### src/rtl/tdm_pkg.sv
// Shared constants and state encoding for the 4-channel TDM demultiplexer.
// Imported by the demux top and its slot counter.
package tdm_pkg;

  localparam int NCH    = 4;
  localparam int SLOT_W = 2;

  typedef enum logic {
    ST_HUNT = 1'b0,
    ST_RUN  = 1'b1
  } state_t;

endpackage

### src/rtl/tdm_slot_ctr.sv
// Slot counter for the TDM demultiplexer. It tracks which slot the next valid beat
// should carry. It only counts: the demux top decides when to load, clear or advance it.
module tdm_slot_ctr
  import tdm_pkg::*;
(
  input  logic              clk,
  input  logic              rst,
  input  logic              clear,
  input  logic              load_one,
  input  logic              inc,
  output logic [SLOT_W-1:0] slot
);

  // Clear wins over load, and load wins over increment. The increment wraps 3 -> 0 by width.
  always_ff @(posedge clk or posedge rst) begin
    if (rst) begin
      slot <= '0;
    end else if (clear) begin
      slot <= '0;
    end else if (load_one) begin
      slot <= SLOT_W'(1);
    end else if (inc) begin
      slot <= slot + SLOT_W'(1);
    end
  end

endmodule

### src/rtl/tdm_demux4.sv
// Receive side of the 4:1 TDM link. It rebuilds four parallel channels from slot-ordered beats.
// It publishes only complete frames and flags sync errors with a pulse.
module tdm_demux4
  import tdm_pkg::*;
#(
  parameter int WIDTH = 2
) (
  input  logic              clk,
  input  logic              rst,
  input  logic [WIDTH-1:0]  din,
  input  logic              din_valid,
  input  logic              sync,
  output logic [WIDTH-1:0]  q0,
  output logic [WIDTH-1:0]  q1,
  output logic [WIDTH-1:0]  q2,
  output logic [WIDTH-1:0]  q3,
  output logic              frame_valid,
  output logic [SLOT_W-1:0] slot,
  output logic              sync_err
);

  state_t state, state_next;

  logic [WIDTH-1:0] shadow [NCH-1];

  logic ctr_clear, ctr_load, ctr_inc;
  logic wr_sh0, wr_sh1, wr_sh2;
  logic frame_done, err_det;

  tdm_slot_ctr u_slot_ctr (
    .clk      (clk),
    .rst      (rst),
    .clear    (ctr_clear),
    .load_one (ctr_load),
    .inc      (ctr_inc),
    .slot     (slot)
  );

  // Framing decisions. Idle cycles leave every default in place, so nothing moves.
  always_comb begin
    state_next = state;
    ctr_clear  = 1'b0;
    ctr_load   = 1'b0;
    ctr_inc    = 1'b0;
    wr_sh0     = 1'b0;
    wr_sh1     = 1'b0;
    wr_sh2     = 1'b0;
    frame_done = 1'b0;
    err_det    = 1'b0;
    if (din_valid) begin
      unique case (state)
        ST_HUNT: begin
          if (sync) begin
            wr_sh0     = 1'b1;
            ctr_load   = 1'b1;
            state_next = ST_RUN;
          end
        end
        ST_RUN: begin
          if (sync) begin
            // A sync beat always starts a new frame. A sync beat that arrives early also drops the partial frame.
            wr_sh0   = 1'b1;
            ctr_load = 1'b1;
            err_det  = (slot != SLOT_W'(0));
          end else begin
            case (slot)
              2'd0: begin
                err_det    = 1'b1;
                ctr_clear  = 1'b1;
                state_next = ST_HUNT;
              end
              2'd1: begin
                wr_sh1  = 1'b1;
                ctr_inc = 1'b1;
              end
              2'd2: begin
                wr_sh2  = 1'b1;
                ctr_inc = 1'b1;
              end
              2'd3: begin
                frame_done = 1'b1;
                ctr_clear  = 1'b1;
              end
            endcase
          end
        end
      endcase
    end
  end

  always_ff @(posedge clk or posedge rst) begin
    if (rst) begin
      state <= ST_HUNT;
    end else begin
      state <= state_next;
    end
  end

  always_ff @(posedge clk or posedge rst) begin
    if (rst) begin
      shadow[0] <= '0;
      shadow[1] <= '0;
      shadow[2] <= '0;
    end else begin
      if (wr_sh0) shadow[0] <= din;
      if (wr_sh1) shadow[1] <= din;
      if (wr_sh2) shadow[2] <= din;
    end
  end

  // The slot-3 beat goes straight to q3, so the frame is published on the edge that completes it.
  always_ff @(posedge clk or posedge rst) begin
    if (rst) begin
      q0          <= '0;
      q1          <= '0;
      q2          <= '0;
      q3          <= '0;
      frame_valid <= 1'b0;
      sync_err    <= 1'b0;
    end else begin
      if (frame_done) begin
        q0 <= shadow[0];
        q1 <= shadow[1];
        q2 <= shadow[2];
        q3 <= din;
      end
      frame_valid <= frame_done;
      sync_err    <= err_det;
    end
  end

endmodule

### config.mk
export PLATFORM = sky130hd
export DESIGN_NAME = tdm_demux4
export DESIGN_NICKNAME = d
export VERILOG_FILES = /design/src/rtl/tdm_pkg.sv /design/src/rtl/tdm_slot_ctr.sv /design/src/rtl/tdm_demux4.sv
export SDC_FILE = /design/constraint.sdc
export NUM_CORES = 1
export LEC_CHECK = 0
export CORE_MARGIN = 2
export CORE_UTILIZATION = 46
export CTS_CLUSTER_SIZE = 12
export DETAILED_ROUTE_END_ITERATION = 16
export PLACE_DENSITY = 0.74
export RECOVER_POWER = 50
export SLEW_MARGIN = 20
export SYNTH_ARGS = -nofsm -noshare
export SYNTH_HDL_FRONTEND = slang
export SYNTH_HIERARCHICAL = 1
export SYNTH_SLANG_ARGS = --single-unit
### constraint.sdc
create_clock -name clk -period 2.1 [get_ports clk]
set_input_delay 0.315 -clock clk [delete_from_list [all_inputs] [get_ports clk]]
set_output_delay 0.315 -clock clk [all_outputs]
set_load 0.02 [all_outputs]
==> run metrics, run 1 <==
WHS=about 320 ps; fin. max-slew vios=0; total congestion overflow=0; period utilization=84.4%; Yosys reg bits=19; Critical Path Fanout Max=9; Critical Path Max Stage Delay=around 630 ps; fin nets=between 90 and 100; IO Port Bufs=17; CTS tree=done; busiest metal layer after global routing=met2; endpoint class of the critical path=flip-flop; DP HPWL=roughly 980 microns; Syn Nets=73; Skew-Pair Late Insertion Delay=roughly 290 ps; Vias/cell=roughly 4.7; met1 Use GR=between 15 and 20%; drc violations=0; Leak=about 0.52 nW; Post-Synth Simple-Gate Area=between 8 and 9%; Arr. time, crit path=between 1500 and 2000 ps; mux contribution to synthesized area=between 10% and 20%; Pre-antenna DRT Iters=1; Clock Skew=roughly 1.8 ps; RSZ-0062 raised after global routing=no; multi-input logic area=roughly 340 sq um; Placer Congestion=0.810; FF-to-FF End=u_slot_ctr/slot[1]; Max VDD drop=about 0.74 mV; compound-gate portion of the synthesized area=around 4.5%; Setup Buffers After CTS=0; crit path launch=sync; status=finished, final reports clean; Critical Path Start Type=input port; share of layout cells above drive strength 1=~24%; n_diodes=0; distinct cell type count after synthesis=18; largest family of logic cells by synthesized area=multiplexers; largest net degree at the start of global routing=18; Reg-to-Reg Start=u_slot_ctr/slot[0]; Synth Area in Adders=7.26%; DRT antenna net count=0; WL/cell=~12 microns; Vias=511; Fin. Hold Viols=0; sequential fraction of the synthesis area=a little under three fifths; Post-Syn Area=~860 sq um; vias in the first global route=between 400 and 500; Fmax=roughly 560 MHz; minimum clock period=approximately 1800 ps; I/O pins=18; Initial Util=49.4%; all-layer global routing usage=13.5%; first-pass GRT wire length=about 2.0 mm; worst path required time=roughly 2300 ps; P&R area growth vs syn=25.1%; FILL cells=around 150; Syn Inst Count=62; CP Cell Sequence=dlygate4sd3_1, nand4b_1, mux2_4; Critical Path Slowest Stage Cell=dlygate4sd3_1; Die Area=roughly 2200 sq um; Max H-tree Level=1; CTS buffer count=3; Worst-Margin Slew=roughly 630 ps; CTS max path bufs=2; met3 Use GR=under 10%; Yosys warning total=6; # resized after CTS=0; Avg Cell Area, Syn=13.9 sq um; flop2flop setup slack=410 ps; Synth Area in XOR/XNOR=1.02%; Die Ht=between 40 and 50 microns; root buf cell=clkbuf_4; antenna violations before repair=0; Clock transition at path regs=between 100 and 150 ps; met2 Resource Use GR=a little over a fifth; slew margin rel.=approximately 58%; Fin Setup TNS=0 ps; Reg2Reg Depth=5; hold buffers post-CTS=0; max cap viols=0; register area=between 400 and 500 sq um; Die W=between 40 and 50 microns; Setup CP Type=input port to flip-flop; total core area=1750 sq um; starting DRC count in detailed routing=0; final setup vio count=0; clk sinks=19; power per cell area=between 1000 and 1500 nW/um^2; worst hold path class=input port to async pin; Row Count=15; Total Wirelength=approximately 1.3 mm
## where the power goes
part	switching [W]	internal [W]	total, W	leakage [nW]
Clock	0.000115	0.0000707	0.000185	0.0177
Combinational	0.000277	0.000355	0.000632	0.265
Sequential	0.000101	0.000514	0.000615	0.240
## placed cells by master, fill, tap and decap left out, types with 2 or more instances in the layout
master / n
dfrtp_1: 19
clkdlybuf4s50_1: 15
mux2_2: 11
inv_1: 8
ha_1: 5
nand4b_1: 3
mux2_4: 3
clkbuf_4: 3
nand2_1: 2
a21oi_1: 2
dlygate4sd3_1: 2
## Yosys cell counts (all sizes together)
library cell | n | area, sq um
a21bo | 1 | 10.0
nor3b | 1 | 7.51
xnor2 | 1 | 8.76
mux2 | 14 | 169
nand2 | 2 | 7.51
nand4b | 3 | 41.3
ha | 5 | 62.6
nor3 | 1 | 5.00
a211oi | 1 | 12.5
a31oi | 1 | 6.26
buf | 1 | 5.00
a21oi | 2 | 10.0
nand3b | 1 | 7.51
nor2 | 1 | 3.75
inv | 8 | 30.0
dfrtp | 19 | 475
## metal layers
layer / up-vias / part of all wire [%] / wire (microns)
li1: 255 / - / -
met1: 242 / 50 / 647
met2: 12 / 44 / 572
met3: 2 / 4.2 / 54
met4: 0 / 1.6 / 21
met5: - / 0 / 0
## registers in the layout, summed over array words and instances, names as in the netlist
register and count:
u_slot_ctr/slot 2, shadow 6, q1 2, q0 2, q2 2, frame_valid 1
q3 2, state 1, sync_err 1
## final cells by class
class,instances,area share [%]
flip-flops and latches,19,44.1
clock buffers,3,2.09
well taps,25,2.90
multi-input cells,34,31.2
clock inverters,1,0.464
repair buffers,18,16.5
inverters,8,2.78
## critical path, delay by kind of cell
kind | cells | cell delay [ps]
buffers and inverters | 1 | 630
and+or+nand+nor | 1 | 550
muxes | 1 | 460
## how the worst max path moves through the flow
stage	endpoint	slack, ps	cells past startpoint
floorplan	u_slot_ctr/slot[1]	430	5
global placement	u_slot_ctr/slot[1]	410	5
detailed placement	u_slot_ctr/slot[1]	370	5
CTS	slot[0]	350	1
global route	q1[0]	240	3
finish	q0[1]	330	3
## cell families (layout without fill, tap and decap cells)
kind of cell,Yosys count,after routing
AOI/OAI and AO/OA,5,5
muxes,14,14
adders and majority gates,5,5
and+or+nand+nor,9,9
xor gates and xnor gates,1,1
DFF,19,19
buffers and inverters,9,30
## metrics by stage
| step | std cells | utilization, % | worst slack, ps | instance area, sq um | total power, W |
|---|---|---|---|---|---|
| after floorplan | 62 | - | 435 | 862 | 0.00101 |
| after global placement | 104 | 61.1 | 407 | 1070 | 0.00126 |
| after detailed placement | 104 | 61.1 | 367 | 1070 | 0.00128 |
| after CTS | 108 | 62.7 | 354 | 1090 | 0.00146 |
| after global routing | 108 | 61.8 | 236 | 1080 | 0.00153 |
| final | 108 | 61.8 | 327 | 1080 | 0.00143 |
Note: power is estimated with default switching activity, not from simulation.
==> inputs of run 2 (changes only) <==
--- a/config.mk
+++ b/config.mk
@@ -6,7 +6,7 @@
 export NUM_CORES = 1
 export LEC_CHECK = 0
 export CORE_MARGIN = 2
-export CORE_UTILIZATION = 46
+export CORE_UTILIZATION = 44
 export CTS_CLUSTER_SIZE = 12
 export DETAILED_ROUTE_END_ITERATION = 16
 export PLACE_DENSITY = 0.74
==> constraint.sdc (replaced) <==
create_clock -name clk -period 1.5 [get_ports clk]
set_input_delay 0.225 -clock clk [delete_from_list [all_inputs] [get_ports clk]]
set_output_delay 0.225 -clock clk [all_outputs]
set_load 0.02 [all_outputs]
==> run 2 against run 1 <==
- worst setup slack worse by 270 ps
- clock skew about the same
- final area up 5.5%
- critical endpoint is now sync_err
- flip-flop and latch count unchanged
- sequential power up 39%
- clock-buffer cell count unchanged
- worst hold slack worse by 91 ps
==> run metrics, run 2 (synthesis results as in run 1) <==
vias in the first global route=513 (was 491); slew margin rel.=40.4% (was 57.9%); total congestion overflow=0 (unchanged); root buf cell=clkbuf_4 (unchanged); sequential power share=41.5% (was 42.9%); worst path buffer plus inverter count=1 (unchanged); Arr. time, crit path=1220 ps (was 1960 ps); share of layout cells above drive strength 1=33.0% (was 24.1%); CTS max path bufs=2 (unchanged); commonest non-fill, non-tap cells in the layout=dfrtp_1 (17), mux2_2 (11), inv_1 (8) (was dfrtp_1 (19), clkdlybuf4s50_1 (15), mux2_2 (11)); Row Count=16 (was 15); Setup CP Type=flip-flop to primary output (was input port to flip-flop); worst hold path class=input port to async pin (unchanged); Critical Path Fanout Max=1 (was 9); Vias/cell=4.63 (was 4.73); worst path required time=1270 ps (was 2290 ps); DRT antenna net count=0 (unchanged); fin nets=100 (was 95); Fin Setup TNS=0 ps (unchanged); Critical Path Slowest Stage Cell=clkdlybuf4s50_1 (was dlygate4sd3_1); largest net degree at the start of global routing=18 (unchanged); DP HPWL=1.04 mm (was 984 microns); Reg with most FFs=shadow (unchanged); fin area=1140 sq um (was 1080 sq um); Leak=0.626 nW (was 0.522 nW); Crit path max-delay family=buffers and inverters (unchanged); Critical Path Max Stage Delay=590 ps (was 630 ps); Placer Congestion=0.696 (was 0.810); Die W=48.3 microns (was 47.3 microns); WL/cell=12.3 microns (was 12.0 microns); Max VDD drop=1.15 mV (was 0.740 mV); CTS tree=done (unchanged); Pre-antenna DRT Iters=3 (was 1); switching share of power=35.4% (was 34.4%); CTS buffer count=3 (unchanged); Vias=532 (was 511); clock network fraction of design power=12.1% (was 12.9%); final setup vio count=0 (unchanged); all-layer global routing usage=14.2% (was 13.5%); Die Ht=48.3 microns (was 47.3 microns); drc violations=0 (unchanged); hold buffers post-CTS=0 (unchanged); IO Port Bufs=17 (unchanged); clk sinks=19 (unchanged); Clock Skew=1.67 ps (was 1.75 ps); period utilization=96.2%; minimum clock period=~1400 ps; antenna violations before repair=0 (unchanged); Critical Path Start Type=flip-flop (was input port); Gate power share=46.4% (was 44.1%); WHS=227 ps (was 318 ps); Fin. Hold Viols=0 (unchanged); max FFs per register=6 (unchanged); fin. max-slew vios=0 (unchanged); Worst-Margin Slew=893 ps (was 630 ps); internal power=0.00132 W (was 0.000940 W); Clock transition at path regs=100 ps (was 110 ps); n_diodes=0 (unchanged); Max H-tree Level=1 (unchanged); starting DRC count in detailed routing=2 (was 0); first-pass GRT wire length=2.18 mm (was 2.05 mm); total core area=1900 sq um (was 1750 sq um); DP Area=1100 sq um (was 1070 sq um); Die Area=2330 sq um (was 2240 sq um); P&R area growth vs syn=31.9% (was 25.1%); FILL cells=173 (was 147); CP Cell Sequence=clkdlybuf4s50_1 (was dlygate4sd3_1, nand4b_1, mux2_4); max cap viols=0 (unchanged); Switching Power=0.000725 W (was 0.000492 W); Initial Util=45.3% (was 49.4%); Skew-Pair Late Insertion Delay=290 ps (about the same); Total Wirelength=1.41 mm (was 1.29 mm); status=finished, final reports clean (unchanged); power per cell area=1800 nW/um^2 (was 1330 nW/um^2); endpoint class of the critical path=primary output (was flip-flop); RSZ-0062 raised after global routing=no (unchanged); Fmax=693 MHz; most common cell after layout, fill and taps aside=dfrtp_1 (unchanged); I/O pins=18 (unchanged)
==> run 2: layout make-up <==
| type | count | area (sq um) | share of cell area (%) |
|---|---|---|---|
| well taps | 27 | 33.8 | 2.97 |
| multi-input cells | 34 | 375 | 33.0 |
| inverters | 8 | 30.0 | 2.64 |
| flip-flops and latches | 19 | 478 | 42.0 |
| repair buffers | 23 | 193 | 16.9 |
| clock buffers | 3 | 22.5 | 1.98 |
| clock inverters | 1 | 5.00 | 0.440 |
==> run 2: metal layers <==
layer,wire length [microns],track usage (%),share of wire (%)
met5,0,0,0
met4,15,8.11,1.1
met3,60,3.33,4.2
met2,709,22.4,50
met1,626,17.8,44
==> run 2: metrics by stage <==
step | setup WS (ps) | cells | power, W | util, %
after floorplan | 15.9 | 62 | 0.00142 | -
after global placement | -25.7 | 110 | 0.00180 | 58.1
after detailed placement | -62.6 | 110 | 0.00183 | 58.1
after CTS | 0.604 | 114 | 0.00206 | 59.3
after global routing | 9.98 | 115 | 0.00221 | 59.8
final | 57.7 | 115 | 0.00205 | 59.8
==> run 2: repair_timing <==
action / in CTS / in global routing
gates resized for setup: 3 / 11
hold endpoints to repair: 0 / 0
endpoints found under the setup margin: 4 / 10
setup buffers: 0 / 1
gates cloned: 0 / 0
==> run 2: worst paths after layout <==
path	startpoint	endpoint	slack [ps]	depth (start not counted)
max	sync_err	sync_err	60	1
min	rst	u_slot_ctr/slot[1]	230	2
max reg2reg	u_slot_ctr/slot[0]	u_slot_ctr/slot[1]	100	5
min reg2reg	shadow[2]	q1[0]	510	1
max in group asynchronous	rst	shadow[4]	320	3
min in group clk	shadow[2]	q1[0]	510	1
==> run 2: power by group through the flow <==
| stage | logic [W] | registers, W | clock network (W) |
|---|---|---|---|
| final | 0.000951 | 0.000852 | 0.000248 |
| after global routing | 0.00104 | 0.000885 | 0.000279 |
| after CTS | 0.000933 | 0.000866 | 0.000265 |
| after detailed placement | 0.000954 | 0.000877 | 0 |
| after global placement | 0.000939 | 0.000866 | 0 |
| after floorplan | 0.000396 | 0.00103 | 0 |
==> inputs of run 3 (changes only) <==
--- a/config.mk
+++ b/config.mk
@@ -9,8 +9,10 @@
 export CORE_UTILIZATION = 44
 export CTS_CLUSTER_SIZE = 12
 export DETAILED_ROUTE_END_ITERATION = 16
+export MAX_ROUTING_LAYER = met4
 export PLACE_DENSITY = 0.74
 export RECOVER_POWER = 50
+export SETUP_SLACK_MARGIN = 0.3
 export SLEW_MARGIN = 20
 export SYNTH_ARGS = -nofsm -noshare
 export SYNTH_HDL_FRONTEND = slang
==> run 3 against run 2 <==
- largest cell class unchanged
- critical endpoint is now u_slot_ctr/slot[1]
- maximum frequency is 5.7% higher
- die area stayed put
- sequential share of layout area is 0.80 points higher
- first-iteration DRC count is 50% lower
- highest routed layer unchanged
- register-to-register slack better by 40 ps
- critical path type is now flip-flop to flip-flop
- total power is 0.41% lower
- critical path depth is 4 higher
==> run metrics, run 3 (synthesis results as in run 1) <==
fin. max-slew vios=0 (unchanged); root buf cell=clkbuf_4 (unchanged); power per cell area=1830 nW/um^2 (was 1800 nW/um^2); Crit path max-delay family=flip-flops (was buffers and inverters); Gate power share=45.2% (was 46.4%); Row Count=16 (unchanged); largest net degree at the start of global routing=18 (unchanged); Fin. Hold Viols=0 (unchanged); Vias=555 (was 532); FF-to-FF End=u_slot_ctr/slot[1] (unchanged); endpoint class of the critical path=flip-flop (was primary output); Arr. time, crit path=1570 ps (was 1220 ps); Fin Setup TNS=0 ps (unchanged); clk sinks=19 (unchanged); internal power=0.00130 W (was 0.00132 W); Leak=0.573 nW (was 0.626 nW); Clock Skew=1.16 ps (was 1.67 ps); Critical Path Start Type=flip-flop (unchanged); final setup vio count=0 (unchanged); vias in the first global route=503 (was 513); status=finished, final reports clean (unchanged); starting DRC count in detailed routing=1 (was 2); minimum clock period=1360 ps (was 1440 ps); worst path required time=1710 ps (was 1270 ps); worst path buffer plus inverter count=1 (unchanged); Fmax=733 MHz (was 693 MHz); WHS=229 ps (was 227 ps); Reg with most FFs=shadow (unchanged); fin area=1120 sq um (was 1140 sq um); Critical Path Slowest Stage Cell=dfrtp_2 (was clkdlybuf4s50_1); Initial Util=45.3% (unchanged); Clock transition at path regs=100 ps (about the same); CTS tree=done (unchanged); slew margin rel.=40.4% (about the same); DP Area=1120 sq um (was 1100 sq um); max FFs per register=6 (unchanged); hold buffers post-CTS=0 (unchanged); antenna violations before repair=0 (unchanged); drc violations=0 (unchanged); Die Ht=48.3 microns (unchanged); Die W=48.3 microns (unchanged); Critical Path Fanout Max=5 (was 1); CP Cell Sequence=inv_2, ha_4, nor3b_4, a21bo_1, a211oi_2 (was clkdlybuf4s50_1); fin nets=101 (was 100); I/O pins=18 (unchanged); Setup CP Type=flip-flop to flip-flop (was flip-flop to primary output); Total Wirelength=1.38 mm (was 1.41 mm); switching share of power=36.1% (was 35.4%); total congestion overflow=0 (unchanged); Reg2Reg Depth=5 (unchanged); Worst-Margin Slew=894 ps (was 893 ps); CTS buffer count=3 (unchanged); share of layout cells above drive strength 1=42.7% (was 33.0%); most common cell after layout, fill and taps aside=dfrtp_1 (unchanged); Max H-tree Level=1 (unchanged); Placer Congestion=0.673 (was 0.696); n_diodes=0 (unchanged); period utilization=91.0% (was 96.2%); P&R area growth vs syn=29.5% (was 31.9%); flop2flop setup slack=140 ps (was 100 ps); Placed Instances=109 (was 110); first-pass GRT wire length=2.15 mm (was 2.18 mm); DP HPWL=1.04 mm (about the same); power consumption=0.00204 W (was 0.00205 W); Critical Path Max Stage Delay=460 ps (was 590 ps); commonest non-fill, non-tap cells in the layout=dfrtp_1 (17), mux2_2 (9), inv_1 (6), clkbuf_1 (6), buf_4 (6) (was dfrtp_1 (17), mux2_2 (11), inv_1 (8)); Pre-antenna DRT Iters=2 (was 3); Die Area=2330 sq um (unchanged); Reg-to-Reg Start=u_slot_ctr/slot[0] (unchanged); CTS max path bufs=2 (unchanged); Max VDD drop=1.03 mV (was 1.15 mV); Non-Filler Instances=116 (was 115); worst hold path class=input port to async pin (unchanged); Skew-Pair Late Insertion Delay=290 ps (about the same); max cap viols=0 (unchanged); sequential power share=42.7% (was 41.5%); DRT antenna net count=0 (unchanged); IO Port Bufs=17 (unchanged); RSZ-0062 raised after global routing=yes (was no); Switching Power=0.000738 W (was 0.000725 W); WL/cell=11.9 microns (was 12.3 microns); clock network fraction of design power=12.2% (was 12.1%); total core area=1900 sq um (unchanged); Vias/cell=4.78 (was 4.63); all-layer global routing usage=14.4% (was 14.2%)
[run 3: cell count changes in the layout (fill, tap and decap cells not counted), sizes merged]
| cell | previous run | this run |
|---|---|---|
| buf | 5 | 10 |
| dlymetal6s2s | 4 | 0 |
| clkbuf | 8 | 10 |
| dlygate4sd2 | 3 | 1 |
| clkdlybuf4s15 | 0 | 1 |
| clkdlybuf4s50 | 4 | 3 |
[run 3: worst max-delay path by stage]
stage | slack, ps | to | depth (start not counted) | from
6_report | 140 | u_slot_ctr/slot[1] | 5 | u_slot_ctr/slot[0]
2_1_floorplan | 140 | u_slot_ctr/slot[1] | 5 | u_slot_ctr/slot[0]
3_3_place_gp | -30 | q0[0] | 4 | din_valid
3_5_place_dp | -60 | q0[1] | 4 | din_valid
4_1_cts | 130 | u_slot_ctr/slot[1] | 5 | u_slot_ctr/slot[1]
5_1_grt | 80 | u_slot_ctr/slot[1] | 5 | u_slot_ctr/slot[0]
[run 3: through the flow]
stage	worst slack [ps]	util (%)
finish	136	58.7
global route	77.1	58.7
CTS	132	61.6
detailed placement	-59.8	59.1
global placement	-28.6	59.1
floorplan	138	-
[run 3: layer usage]
metal	vias to the layer above	wire length [microns]	GRT usage, %	share of wire [%]
met2	13	665	24.2	48
met3	2	78	4.44	5.7
met1	271	620	16.1	45
li1	269	-	-	-
met4	0	11	4.86	0.80
met5	-	0	-	0
[run 3: area by class of cell]
| type | instances | area (sq um) |
|---|---|---|
| timing repair buffer | 24 | 161 |
| clock inverter | 1 | 5.00 |
| sequential | 19 | 478 |
| tap | 27 | 33.8 |
| clock buffer | 3 | 22.5 |
| multi-input combinational | 34 | 385 |
| fill | 168 | 786 |
| inverter | 8 | 30.0 |
[run 3: what timing repair did]
action | CTS | global route
setup buffers | 2 | 1
gates resized for setup | 27 | 11
endpoints found under the hold margin | 0 | 0
endpoints found under the setup margin | 26 | 25
pin swaps | 2 | 2
[run 3: power by group through the flow]
stage	clock network (W)	logic (W)	registers [W]
after floorplan	0	0.000461	0.00104
after global placement	0	0.000984	0.000886
after detailed placement	0	0.000999	0.000901
after CTS	0.000259	0.000986	0.000877
after global routing	0.000283	0.00101	0.000897
final	0.000248	0.000923	0.000871
==> patch, RTL diff (flow settings as in run 2) <==
Set the parameter `WIDTH` to 4 (it was 2).
--- a/src/rtl/tdm_demux4.sv
+++ b/src/rtl/tdm_demux4.sv
@@ -3,7 +3,7 @@
 module tdm_demux4
   import tdm_pkg::*;
 #(
-  parameter int WIDTH = 2
+  parameter int WIDTH = 4
 ) (
   input  logic              clk,
   input  logic              rst,
Ports: changed (5 resized); port bits go from 18 to 28. No check against the original RTL was run, so the function may have changed too.
==> patch against run 2 <==
  * Total power rose by 62%
  * Wire length up 61%
  * Worst setup slack worse by 0.018 ns
  * Highest routed layer unchanged
  * Clock power up 88%
  * Synthesized area grew 63%
  * Sequential cell count increased by 14
  * Cell area grew 59%
  * Die area is 57% higher
==> patch: results (changes against run 2) <==
outcome completed; initial DRC count 8 (+6); Int Power 2.17 mW (+64%); Area contributors post-synth dfrtp_1 59%, mux2_2 15%, mux2_4 9.6%, ha_1 4.5%, inv_1 2.1%; distinct cell type count after synthesis 19 (+1); instance area after placement 1780 sq um (+61%); wire length of the first global-routing pass 3680 um (+69%); Met2 Wirelength 1220 um (+72%); clock network latency to the later pin of the worst-skew pair 0.32 ns (+0.03 ns); TritonCTS Buffers 5 (+2); Vias 834 (+57%); global placement routability congestion 0.679 (-2.4%); CP delay by family, top compound AO/OA/AOI/OAI gates; met1 usage 0.155 (-0.0226); arrival time at the worst endpoint 1.70 ns (+0.48 ns); Met3 Wirelength 79 um (+32%); Max Clock Skew 0.00874 ns (+0.00707 ns); via count of the first global-routing pass 835 (+63%); max reg flops 12 (+6); cell leakage power 0.963 nW (+54%); H-Tree Depth 2 (+1); peak per-stage delay on the critical path 0.41 ns (-0.18 ns); largest vdd supply drop 0.849 mV (-26%); half-perimeter wire length after placement 1700 um (+64%); post-route met1 wirelength 933 um (+49%); sequential element share of the synthesized area 0.588 (+0.0367); P_comb 1.38 mW (+45%); wirelength, routed 2270 um (+61%); largest net degree at the start of global routing 32 (+14); Final Net Count 142 (+42%); average footprint of a synthesized cell 15.4 sq um (+11%); quantity of gates resized following cts 20 (+17); warnings from Yosys 6 (unchanged); top fanout value on the critical path 5 (+4); Post-Layout Cell Count 174 (+51%); Post-Synthesis Net Count 104 (+42%); Port-buffer cells 27 (+10); Global Route met3 Usage 0.0448 (+0.0114); overall track demand over capacity in global routing 0.145 (+0.00301); Max-Slew Margin vs Limit 0.516 (+0.111); M2 GR Usage 0.252 (+0.0279)
## patch: cell count changes after synthesis
cell / run 2 / this run
mux2_2: 11 / 19
buf_6: 0 / 1
mux2_4: 3 / 9
dfrtp_1: 19 / 33
## patch: metrics by stage
stage | hold WS, ns | power [mW] | TNS (ns)
6_report | 0.207 | 3.32 | 0
3_5_place_dp | 0.436 | 3.06 | -3.47
2_1_floorplan | -0.0338 | 2.38 | 0
4_1_cts | 0.0615 | 3.39 | 0
5_1_grt | 0.196 | 3.56 | -0.00712
3_3_place_gp | 0.412 | 3.00 | -2.44
## patch: area by class of cell
cell class / instances / area [sq um]
Clock inverter: 3 / 17.5
Tap cell: 44 / 55.1
Clock buffer: 5 / 37.5
Sequential cell: 33 / 828
Timing Repair Buffer: 33 / 295
Fill cell: 273 / 1250
Inverter: 8 / 30.0
Multi-Input combinational cell: 48 / 543
## patch: worst paths after layout
check / from / end / slack, ns / cells after the start
min in group clk: q2[2] / q2[2] / 0.51 / 1
worst min-delay path: rst / u_slot_ctr/slot[1] / 0.21 / 2
worst max-delay path: u_slot_ctr/slot[0] / u_slot_ctr/slot[1] / 0.04 / 5
worst max register to register: u_slot_ctr/slot[0] / u_slot_ctr/slot[1] / 0.04 / 5
worst min register to register: q2[2] / q2[2] / 0.51 / 1
max in group asynchronous: rst / q3[3] / 0.48 / 3
## patch: kinds of logic (layout without fill, tap and decap cells)
group	Yosys count	in the layout	share of synthesized area
flip-flops	33	33	0.588
buffers and inverters	10	49	0.0330
adder cells (fa/ha/maj)	5	5	0.0446
AO/OA/AOI/OAI	5	5	0.0276
XOR/XNOR	1	1	0.00624
AND/OR/NAND/NOR	9	9	0.0517
multiplexers	28	28	0.249
